### src/rtl/reg_file.sv
// reg_file: WIDTH x DEPTH register file, one write and two read ports.
// Byte-lane writes, optional hardwired-zero r0 and write-to-read bypass.
module reg_file #(
  parameter int unsigned WIDTH    = 32,
  parameter int unsigned DEPTH    = 32,
  parameter int unsigned ADDR_W   = 5,
  parameter bit          ZERO_REG = 1'b1,
  parameter bit          BYPASS   = 1'b1
) (
  input  logic               clk,
  input  logic               rst_n,
  input  logic               we,
  input  logic [ADDR_W-1:0]  waddr,
  input  logic [WIDTH-1:0]   wdata,
  input  logic [WIDTH/8-1:0] wstrb,
  input  logic [ADDR_W-1:0]  raddr_a,
  output logic [WIDTH-1:0]   rdata_a,
  input  logic [ADDR_W-1:0]  raddr_b,
  output logic [WIDTH-1:0]   rdata_b
);

  localparam int unsigned NB = WIDTH / 8;

  logic [WIDTH-1:0] r_mem  [DEPTH];
  logic [WIDTH-1:0] w_view [DEPTH];
  logic [DEPTH-1:0] w_wsel;
  logic [WIDTH-1:0] w_wmask;

  // Expand byte strobes into a per-bit mask
  always_comb begin
    w_wmask = '0;
    for (int b = 0; b < NB; b++)
      w_wmask[8*b +: 8] = {8{wstrb[b]}};
  end

  // One-hot write select; out-of-range or unknown addresses select nothing
  always_comb begin
    w_wsel = '0;
    for (int i = 0; i < DEPTH; i++)
      w_wsel[i] = we
                && (waddr == ADDR_W'(i))
                && !(ZERO_REG && (i == 0));
  end

  // Storage: asynchronous clear, masked byte merge on write
  always_ff @(posedge clk or negedge rst_n) begin
    if (!rst_n) begin
      for (int i = 0; i < DEPTH; i++)
        r_mem[i] <= '0;
    end else begin
      for (int i = 0; i < DEPTH; i++)
        if (w_wsel[i])
          r_mem[i] <= (r_mem[i] & ~w_wmask)
                    | (wdata & w_wmask);
    end
  end

  // Per-register read view, write-first when forwarding is enabled
  always_comb begin
    for (int i = 0; i < DEPTH; i++) begin
      w_view[i] = r_mem[i];
      if (BYPASS && w_wsel[i])
        w_view[i] = (r_mem[i] & ~w_wmask)
                  | (wdata & w_wmask);
    end
  end

  // Read muxes; unmatched addresses read 0, reset forces 0
  always_comb begin
    rdata_a = '0;
    rdata_b = '0;
    for (int i = 0; i < DEPTH; i++) begin
      if (raddr_a == ADDR_W'(i))
        rdata_a = w_view[i];
      if (raddr_b == ADDR_W'(i))
        rdata_b = w_view[i];
    end
    if (!rst_n) begin
      rdata_a = '0;
      rdata_b = '0;
    end
  end

endmodule

### config.mk
export PLATFORM = sky130hd
export DESIGN_NAME = reg_file
export DESIGN_NICKNAME = d
export VERILOG_FILES = /design/src/rtl/reg_file.sv
export SDC_FILE = /design/constraint.sdc
export NUM_CORES = 2
export LEC_CHECK = 0
export ABC_AREA = 1
export BUFFER_PORTS_ARGS = -buffer_cell sky130_fd_sc_hd__buf_2
export CAP_MARGIN = 5
export CELL_PAD_IN_SITES_DETAIL_PLACEMENT = 1
export CELL_PAD_IN_SITES_GLOBAL_PLACEMENT = 2
export CORE_ASPECT_RATIO = 0.6
export CORE_MARGIN = 2
export CORE_UTILIZATION = 39
export CTS_CLUSTER_DIAMETER = 40
export DETAILED_ROUTE_END_ITERATION = 8
export GPL_ROUTABILITY_DRIVEN = 0
export HOLD_SLACK_MARGIN = 0.05
export PLACE_DENSITY_LB_ADDON = 0.1
export RECOVER_POWER = 25
export SETUP_SLACK_MARGIN = 0.2
export SYNTH_ARGS = -nofsm -noshare
export SYNTH_HDL_FRONTEND = slang
export SYNTH_SLANG_ARGS = --single-unit
### constraint.sdc
create_clock -name clk -period 5.75 [get_ports clk]
set_input_delay 1.15 -clock clk [delete_from_list [all_inputs] [get_ports clk]]
set_output_delay 1.15 -clock clk [all_outputs]
set_load 0.01 [all_outputs]
# [After elaboration in Yosys (flattened, before gate mapping)]
# Cells that the tools add are included.
[op_classes] n_bitwise=64 n_eq_ne=93 muxes=95 n_reduce_logical=31
[op_table] operator="32-bit two-way mux" n=95
[op_table] operator="32-bit AND" n=32
[op_table] operator="32-bit bitwise OR" n=31
[op_table] operator="5-bit equality test (second input constant)" n=48
[op_table] operator="5-bit by 4-bit equality test with 1-bit output (second input constant)" n=24
[op_table] operator="5-bit by 3-bit equality test with 1-bit output (second input constant)" n=12
[op_table] operator="32-bit inverter" n=1
[op_table] operator="1-bit logical AND" n=31
[op_table] operator="5-bit by 2-bit equality test with 1-bit output (second input constant)" n=6
[op_table] operator="5-bit by 1-bit equality test with 1-bit output (second input constant)" n=3
[word_totals] in_bits=54 elab_cells=314 ff_bits=992 output_inout_bits=64

# [Longest topological paths before layout]
[depth] ltp_word=36 depth_mapped=30 depth_no_buf=30

# [Worst setup path after synthesis]
# OpenSTA, ideal clock, no wires.
[synth_path] kind="input port to output port" startpoint="in wstrb[1]" endpoint="out rdata_b[13]" t_required_ns=4.600 slack_ns=1.238 n_path_buf=4 arrival_time_ns=3.362 stages=22 cell_sequence="buf_2 -> inv_2 -> buf_2 -> buf_2 -> clkbuf_1 -> nor2_1 -> o22ai_1 -> o21ai_0 -> inv_1 -> nand3_1 -> nand2_1 -> nand3_1 -> nand2_1 -> nand3_1 -> nand2_1 -> nand3_1 -> nand2_1 -> nand3_1 -> nand2_1 -> nand3_1 -> nand2_1 -> a21oi_1"
[synth_between] elab_chain_cells=36 word_cells_on_any_way=127 classes_between="mux: 63; bitwise: 64"
[synth_rtl] item="start, declared" line_no="15" text="input logic [WIDTH/8-1:0] wstrb,"
[synth_rtl] item="32-bit inverter" line_no="63" text="w_view[i] = (r_mem[i] & ~w_wmask)"
[synth_rtl] item="32-bit AND" line_no="63"
[synth_rtl] item="32-bit bitwise OR" line_no="64" text="| (wdata & w_wmask);"
[synth_rtl] item="32-bit two-way mux"
[synth_rtl] item="32-bit two-way mux (30 in series)" line_no="75" text="if (raddr_b == ADDR_W'(i))"
[synth_rtl] item="32-bit two-way mux *" line_no="75"
[synth_rtl] item="32-bit two-way mux *" line_no="78" text="if (!rst_n) begin"
[synth_rtl] item="end, declared" line_no="19" text="output logic [WIDTH-1:0] rdata_b"
# Mark *: on every way between the ends. The rest lies on a longest branch, timed or not.

==> run_results.csv <==
group,metric,value,unit
synth,postSynthAreaPerCell,6.87,um2
timing,max_slew_margin,15.4,%
worst_setup_path,crit_path_top_delay_cell,"nand4_1",
run_status,status,"finished, final reports clean",
timing,post-route-period-util,97.8,%
clock_network,clockRootBuffer,"clkbuf_16",
power,irDropWorstVdd,0.286,mV
worst_setup_path,rrSetupSlack,4.48,ns
floorplanning,fp.dieArea,148000,um2
worst_setup_path,path_buf_inv,9,
synth,yosysSeqAreaShare,43.9,%
power,power_leakage,39.2,nW
clock_network,path_clk_slew,0.06,ns
synth,syn_nets,8280,
clock_network,clockBufferDepth,3,
worst_setup_path,r2r_end,"r_mem[957]",
synth,yosys.area.top_type_share,43.9,%
routing,vias,61500,
clock_network,cts_buffers,150,
worst_setup_path,worst-endpoint-required,4.60,ns
synth,ys_types,27,
floorplanning,die_h,299,um
floorplanning,chipWidth,495,um
synth,synthTopCellsByArea,"dfrtp_1, nand2_1, inv_1",
routing,vias_per_cell,5.74,
power,powerDensity,321,nW/um2
synth,ys_seq_elements,992,
synth,syn_inst,8226,
synth,yosysTopAreaCell,"dfrtp_1",
worst_setup_path,path_common_cell,"nand2_1",
synth,synthesis.area,56500,um2
worst_setup_path,cp-start-kind,"primary input",
timing,fin_ws,0.124,ns
routing,wl_per_cell,25.6,um
flow_run,cap_violations,0,
worst_setup_path,critPathTopFamily,"simple AND/OR/NAND/NOR gates",
global_routing,grt_max_degree,162,
timing,slew_violations,0,
worst_setup_path,rr_startpoint,"r_mem[957]",
layout,area.growth.synth_to_final,30.5,%
synth,yosys_warnings,0,
floorplanning,ioPinCount,118,
worst_setup_path,arrival,4.48,ns
clock_network,clk_latency,0.80,ns
worst_setup_path,ff2ff_path_depth,6,
layout,fin_util,51.1,%
global_routing,grt_pass1_vias,60600,
timing,timing.hold.ws,0.275,ns
floorplanning,rows,108,
worst_setup_path,cp-startpoint,"waddr[2]",
timing,period_needed,5.63,ns
global_routing,grt-ovfl-total,0,
place,numPortBuffers,117,
place,dp_hpwl,202000,um
routing,dr.first_iter.drc_count,6709,
clock_network,cts_tree,"built",
worst_setup_path,max_stage_delay,0.24,ns
worst_setup_path,end_kind,"output pin",
clock_network,h-tree-depth,4,
timing,setup_viol,0,
clock_network,numClockSinks,992,
worst_setup_path,path_depth,33,
global_routing,antenna_found_initial,7,
timing,finClkSkew,0,ns
timing,rsz0062_at_grt,"true",
layout,reg.largest.list,"r_mem x992",
timing,fmax,178,MHz
layout,regMostFlops,"r_mem",
timing,hold_violations,0,
worst_setup_path,path_class,"primary input to output pin",
routing,drtPass1Iterations,7,
layout,final_nets,8727,
floorplanning,initial_core_util,39.2,%
global_routing,grt_usage,35.7,%
timing,worst_pin_slew,1.27,ns
global_routing,grt_pass1_wl,397000,um
layout,drive_gt1_share,23.3,%
worst_hold_path,worstHoldPathType,"primary input to asynchronous set/reset pin",
floorplanning,core_area,144000,um2
routing,drtAntennaViolNets,0,
place,dp_slack,-0.503,ns
worst_setup_path,worstPathMaxFanout,4,
worst_setup_path,worstSetupEndpoint,"rdata_a[1]",
routing,wl,274000,um
routing,drcViolationCount,0,
layout,largest_reg_flops,992,
==> cell type report <==
class / instances / area (um2)
clock buffer: 192 / 4260
clock inverter: 74 / 1180
antenna: 6 / 15.0
multi-input combinational: 4966 / 27100
tap: 1925 / 2410
sequential: 992 / 24800
fill: 17700 / 70500
timing repair buffer: 775 / 7180
inverter: 1788 / 6760
==> how the worst min path moves through the flow <==
stage	start	end	slack [ns]	cells past startpoint
global route	rst_n	r_mem[117]	0.27	1
global placement	r_mem[245]	r_mem[245]	0.48	2
CTS	rst_n	r_mem[193]	0.24	1
finish	rst_n	r_mem[193]	0.28	1
floorplan	r_mem[831]	r_mem[831]	0.46	2
detailed placement	r_mem[325]	r_mem[325]	0.49	2
==> per-stage QoR <==
step	total power [W]	cells	setup TNS, ns	cell area, um2
after detailed placement	0.0129	10400	-9.66	63000
after floorplan	0.0113	8226	0	56500
final	0.0236	10700	0	73700
after CTS	0.0232	10700	0	69500
after global placement	0.0126	10400	-9.29	63000
after global routing	0.0246	10700	-0.171	73700
==> cell usage in the layout, fill, tap and decap left out, types with 47 or more instances in the layout <==
| cell | instances |
|---|---|
| inv_2 | 64 |
| inv_1 | 1705 |
| o21ai_1 | 104 |
| clkbuf_16 | 160 |
| o22ai_1 | 832 |
| buf_12 | 84 |
| nand2_2 | 361 |
| a21oi_1 | 59 |
| nand2_1 | 1894 |
| buf_4 | 519 |
| o21ai_2 | 52 |
| nand3_1 | 291 |
| nor2_2 | 53 |
| nor2_1 | 108 |
| dfrtp_1 | 992 |
| o211ai_1 | 47 |
| nand3_2 | 319 |
| o21ai_0 | 626 |
| buf_6 | 58 |
| buf_2 | 85 |
==> power by group <==
part | switching [W] | internal [W] | total [W]
registers | 0.000462 | 0.00831 | 0.00877
logic | 0.00309 | 0.00152 | 0.00461
clock network | 0.00376 | 0.00649 | 0.0103
total | 0.00731 | 0.0163 | 0.0236
==> per-layer routing <==
metal / routed length [um] / GRT usage, % / share of wire [%] / vias up
li1: - / - / - / 27000
met4: 3920 / 7.09 / 1.4 / 0
met1: 138000 / 59.7 / 50 / 31600
met5: 0 / 0 / 0 / -
met3: 29900 / 8.22 / 11 / 306
met2: 102000 / 44.8 / 37 / 2619
==> cell usage after synthesis, drive strengths merged <==
cell type,n
o22ai,842
nor3,16
nand2,2302
clkinv,8
nor2,192
o21ai,783
clkbuf,423
buf,57
o211ai,47
a21oi,64
nand4,11
o21a,23
dfrtp,992
nand3,645
and2,9
or2,32
inv,1780
==> logic make-up after synthesis <==
kind of cell,count (synthesis),synth area share (%)
AND/OR/NAND/NOR,3207,23.1
AO/OA/AOI/OAI,1759,17.8
buffers and inverters,2268,15.2
flip-flops,992,43.9
==> timing repair <==
action | in CTS | in global routing
pin swaps | 29 | 510
gates cloned | 2 | 6
hold buffers | 0 | 0
setup buffers | 24 | 42
resized for setup | 214 | 967
setup endpoints to repair | 64 | 64
==> worst register-to-register path, stage by stage (launching register included) <==
cell and delay (ns):
dfrtp_1 0.37, o21ai_0 0.36, nand2_4 0.08, nand2_2 0.08, inv_2 0.04, buf_4 0.12
buf_4 0.12
Power figures use the tool's default switching activity.
